### src/rtl/rr_req_ack_arbiter_if.sv
// Request/grant/ack bundle between the client blocks and the round-robin arbiter.
// The client side drives req; the arbiter drives the grant, ack, id and busy signals.
interface rr_req_ack_arbiter_if #(
    parameter int N_REQ = 4,
    parameter int ID_W  = $clog2(N_REQ)
);
    logic [N_REQ-1:0] req;
    logic [N_REQ-1:0] gnt;
    logic [N_REQ-1:0] ack;
    logic [ID_W-1:0]  gnt_id;
    logic             busy;

    modport master (output req, input gnt, input ack, input gnt_id, input busy);
    modport slave  (input req, output gnt, output ack, output gnt_id, output busy);
endinterface

### src/rtl/rr_req_ack_arbiter.sv
// Round-robin arbiter for one fixed-latency resource.
// Grants one requester at a time and pulses its ack ACK_DLY cycles after the grant edge.
module rr_req_ack_arbiter #(
    parameter int N_REQ   = 4,
    parameter int ACK_DLY = 4,
    parameter int ID_W    = $clog2(N_REQ)
) (
    input  logic                 clk,
    input  logic                 rst,
    rr_req_ack_arbiter_if.slave  bus
);
    localparam int CNT_W = (ACK_DLY > 1) ? $clog2(ACK_DLY) : 1;

    typedef enum logic [1:0] {IDLE, WAIT, ACK, RELEASE} state_t;

    state_t           state;
    logic [ID_W-1:0]  ptr;
    logic [CNT_W-1:0] cnt;
    logic [ID_W-1:0]  pick;
    logic             found;
    int unsigned      idx;

    // First set request searching upward from ptr+1, wrapping at N_REQ.
    always_comb begin
        pick  = '0;
        found = 1'b0;
        idx   = 0;
        for (int unsigned i = 1; i <= N_REQ; i++) begin
            idx = (32'(ptr) + i) % 32'(N_REQ);
            if (!found && bus.req[idx]) begin
                found = 1'b1;
                pick  = ID_W'(idx);
            end
        end
    end

    always_ff @(posedge clk) begin
        if (rst) begin
            state      <= IDLE;
            bus.gnt    <= '0;
            bus.ack    <= '0;
            bus.busy   <= 1'b0;
            bus.gnt_id <= '0;
            ptr        <= ID_W'(N_REQ - 1);
            cnt        <= '0;
        end else begin
            case (state)
                IDLE: begin
                    if (found) begin
                        bus.gnt       <= '0;
                        bus.gnt[pick] <= 1'b1;
                        bus.gnt_id    <= pick;
                        ptr           <= pick;
                        bus.busy      <= 1'b1;
                        cnt           <= CNT_W'(ACK_DLY - 1);
                        state         <= WAIT;
                    end
                end
                // Counter runs ACK_DLY-1 .. 0; ack is registered on the edge after it
                // reaches zero, so the pulse lands exactly ACK_DLY edges after the grant.
                WAIT: begin
                    if (cnt == '0) begin
                        bus.ack <= bus.gnt;
                        state   <= ACK;
                    end else begin
                        cnt <= cnt - 1'b1;
                    end
                end
                ACK: begin
                    bus.gnt <= '0;
                    bus.ack <= '0;
                    if (bus.req[ptr]) begin
                        state <= RELEASE;
                    end else begin
                        state    <= IDLE;
                        bus.busy <= 1'b0;
                    end
                end
                RELEASE: begin
                    if (!bus.req[ptr]) begin
                        state    <= IDLE;
                        bus.busy <= 1'b0;
                    end
                end
                default: state <= IDLE;
            endcase
        end
    end
endmodule

### src/flat_wrapper.sv
// flat-port wrapper written by rule: the top's interface ports become plain ports
module rr_req_ack_arbiter_flat 
#(
    parameter int N_REQ   = 4,
    parameter int ACK_DLY = 4,
    parameter int ID_W    = $clog2(N_REQ)
)
  (clk, rst, bus_req, bus_gnt, bus_ack, bus_gnt_id, bus_busy);
  rr_req_ack_arbiter_if #(.N_REQ(N_REQ), .ID_W(ID_W)) bus_i ();
  input  logic clk;
  input  logic rst;
  input wire logic [$bits(bus_i.req)-1:0] bus_req;
  output wire logic [$bits(bus_i.gnt)-1:0] bus_gnt;
  output wire logic [$bits(bus_i.ack)-1:0] bus_ack;
  output wire logic [$bits(bus_i.gnt_id)-1:0] bus_gnt_id;
  output wire logic [$bits(bus_i.busy)-1:0] bus_busy;
  assign bus_i.req = bus_req;
  assign bus_gnt = bus_i.gnt;
  assign bus_ack = bus_i.ack;
  assign bus_gnt_id = bus_i.gnt_id;
  assign bus_busy = bus_i.busy;
  rr_req_ack_arbiter #(.N_REQ(N_REQ), .ACK_DLY(ACK_DLY), .ID_W(ID_W)) u_core (.clk(clk), .rst(rst), .bus(bus_i));
endmodule
### config.mk
export PLATFORM = sky130hd
export DESIGN_NAME = rr_req_ack_arbiter_flat
export DESIGN_NICKNAME = d
export VERILOG_FILES = /design/src/rtl/rr_req_ack_arbiter_if.sv /design/src/rtl/rr_req_ack_arbiter.sv /design/src/flat_wrapper.sv
export SDC_FILE = /design/constraint.sdc
export NUM_CORES = 1
export LEC_CHECK = 0
export ABC_AREA = 0
export BUFFER_PORTS_ARGS = -buffer_cell sky130_fd_sc_hd__buf_4
export CORE_MARGIN = 3
export CORE_UTILIZATION = 42
export DETAILED_ROUTE_END_ITERATION = 16
export GPL_TIMING_DRIVEN = 0
export PLACE_DENSITY_LB_ADDON = 0.05
export SLEW_MARGIN = 5
export SYNTH_ARGS = -nofsm -noshare
export SYNTH_HDL_FRONTEND = slang
export SYNTH_SLANG_ARGS = --single-unit
### constraint.sdc
create_clock -name clk -period 3.48 [get_ports clk]
set_clock_uncertainty 0.05 [all_clocks]
set_input_delay 0.696 -clock clk [delete_from_list [all_inputs] [get_ports clk]]
set_output_delay 0.696 -clock clk [all_outputs]
set_load 0.005 [all_outputs]
==> reports/results.ini <==
[setup_path]
reg2reg_slack_ns=2.00
path_max_fanout=7
r2r_start=u_core.cnt[0]
crit_start=bus_req[1]
critical_path_class=in2reg
critPathLaunchType=primary input
end_kind=flop
cp_data_arrival_time_ns=1.69
crit_path_end=u_core.bus.gnt[1]
rr_worst_depth=5
critPathRequiredTime_ns=3.62
rr_endpoint=u_core.cnt[1]

[final_layout]
register_area_um2=340.3
multi_input_area_um2=475.5
layoutNonFillerInstCount=142
final_cell_mix=dfxtp_1, buf_4, a21oi_1, nor2_1, nand3_1
diodes=0
layout_commonest_cell=dfxtp_1
final_cell_area_um2=1032
fin_nets=125
syn2layout_area_growth_pct=20.97
n_fill_cell=194
layout-drive-gt1-share_pct=29.91

[clock_network]
cts_sinks=17
ctsHoldBuffers=0
numCtsBuffers=3
cts.repair.resized=0
ctsHtreeMaxLevel=1
clock_latency_ns=0.30
clk_pin_slew_ns=0.10
cts_setup_buffers=0
cts_root_buf=clkbuf_4
clockBufferDepth=2
cts_tree=yes

[timing]
period_minus_slack_ns=1.553
rsz0062_at_grt=false
hold_viol_final=0
relSlewSlack_pct=66.15
slew_viol_final=0
worst_slew_pin_slew_ns=0.5077
fin_crit_sh_pct=44.64
setup_tns_ns=0
max_freq_mhz=643.7
whs_ns=0.4170
setup_viol_count_final=0

[detailed_routing]
drt_iter0_markers=12
routedWlPerCell_um=12.75
wirelength_mm=1.811
detail-route-antenna-nets=0
drc_errors=0
dr_total_vias=772
dr.pass1.iters=4
routed_via_density=5.437

[global_route]
groute.usage.overall_pct=16.09
antenna_found_initial=0
grt_pass1_wl_mm=3.180
grt_pass1_vias=738
grt_max_degree=11
grt-ovfl-total=0

[floorplanning]
num_rows=15
pin_count=17
fp.dieArea_um2=2609
die_y_um=51.08
start_util_pct=46.87
fp.dieW_um=51.08
core_um2=1821

[power]
p_total_w=0.0005360
vdd_drop_max_mv=0.2669
p_per_area_nw_per_um2=519.3
leakage_nw=0.4115

[synth]
synth_mux_area_share_pct=2.639
synth_cells=97
synthDistinctLibCells=35
yosys.area_share.simple_pct=29.18
syn-num-nets=104
ys_warn_count=0
syn_area_per_cell_um2=8.797
synth-xor-area-share_pct=0
ys_seq_elements=17
synth_top_family_by_area=simple AND/OR/NAND/NOR gates
synth_fa_ha_area_share_pct=1.466
synth-compound-area-share_pct=22.43
syn_area_um2=853.3
ys_seq_area_share_pct=39.88

[place]
dpl_cell_area_um2=1005
hpwl_mm=1.380
gp_congestion=0.7731
port_buffers=16
numPlacedInstances=138

[run]
maxCapViolations=0

[worst_hold_path]
hp-class=reg2reg
hold_depth=2

[outcome]
outcome=complete, no violations

## registers in the layout, summed over array words and instances, names as in the netlist
register           count
u_core.bus.ack         4
u_core.bus.gnt         4
u_core.state           2
u_core.ptr             2
u_core.bus.gnt_id      2
u_core.bus.busy        1
u_core.cnt             2
## power by group
group,total [W],leakage (nW),internal (W),switching [W]
logic,0.000183,0.254,0.0000834,0.0000996
clock network,0.000107,0.0177,0.0000429,0.0000638
registers,0.000246,0.140,0.000224,0.0000219
total,0.000536,0.411,0.000351,0.000185
## how the worst min path moves through the flow
stage,slack (ns),start,to
after floorplan,0.39,u_core.cnt[0],u_core.cnt[0]
after global routing,0.46,u_core.bus.gnt_id[1],u_core.bus.gnt_id[1]
after global placement,0.40,u_core.bus.gnt_id[1],u_core.bus.gnt_id[1]
final,0.42,u_core.bus.gnt_id[1],u_core.bus.gnt_id[1]
after detailed placement,0.41,u_core.bus.gnt_id[1],u_core.bus.gnt_id[1]
after CTS,0.42,u_core.bus.gnt_id[1],u_core.bus.gnt_id[1]
## through the flow
step	setup WS, ns	util, %
after floorplan	1.881	-
after global placement	1.598	55.19
after detailed placement	1.608	55.19
after CTS	1.913	56.70
after global routing	1.800	56.70
final	1.927	56.70
## cells by family (layout without fill, tap and decap cells)
kind of cell,after synthesis,count (layout)
muxes,1,1
adders and majority gates,1,1
buffers and inverters,9,29
AOI/OAI and AO/OA,28,28
DFF,17,17
and+or+nand+nor,41,41
## per-layer routing
| layer | global-route usage [%] | vias to the layer above | wire, um |
|---|---|---|---|
| met5 | 0 | - | 0 |
| met4 | 4.036 | 0 | 0 |
| met3 | 5.831 | 0 | 110 |
| met2 | 25.75 | 16 | 839 |
| met1 | 20.40 | 365 | 861 |
| li1 | - | 391 | - |
## synthesized netlist by cell type (all sizes together)
library cell	instances	area, um^2
a21oi	13	68.82
nor2	10	40.04
nand4	2	12.51
nor3	4	25.02
o31ai	2	15.01
clkbuf	1	3.750
a21boi	1	7.510
a211o	1	8.760
nand2	4	17.52
buf	3	15.01
nor4	1	12.51
a31oi	1	6.260
or3	1	6.260
o21ai	3	15.01
a21o	1	7.510
or2b	2	15.01
a311oi	1	15.01
o221a	1	11.26
inv	5	18.77
nand3	7	35.03
nor3b	2	25.02
a221oi	1	8.760
or2	1	6.260
mux4	1	22.52
ha	1	12.51
nand2b	7	53.80
a211oi	3	27.52
dfxtp	17	340.3
## critical path, stage by stage
cell	delay (ns)
buf_4	0.13
nor4_2	0.42
nand2b_4	0.25
or3_1	0.14
o21ai_1	0.06
## area by class of cell
type | instances | share of cell area, %
plain buffers | 4 | 1.818
flip-flops and latches | 17 | 32.97
clock inverters | 1 | 0.4848
multi-input cells | 71 | 46.06
repair buffers | 16 | 11.64
clock buffers | 3 | 2.182
inverters | 5 | 1.818
well taps | 25 | 3.030
(Power assumes the default switching activity.)
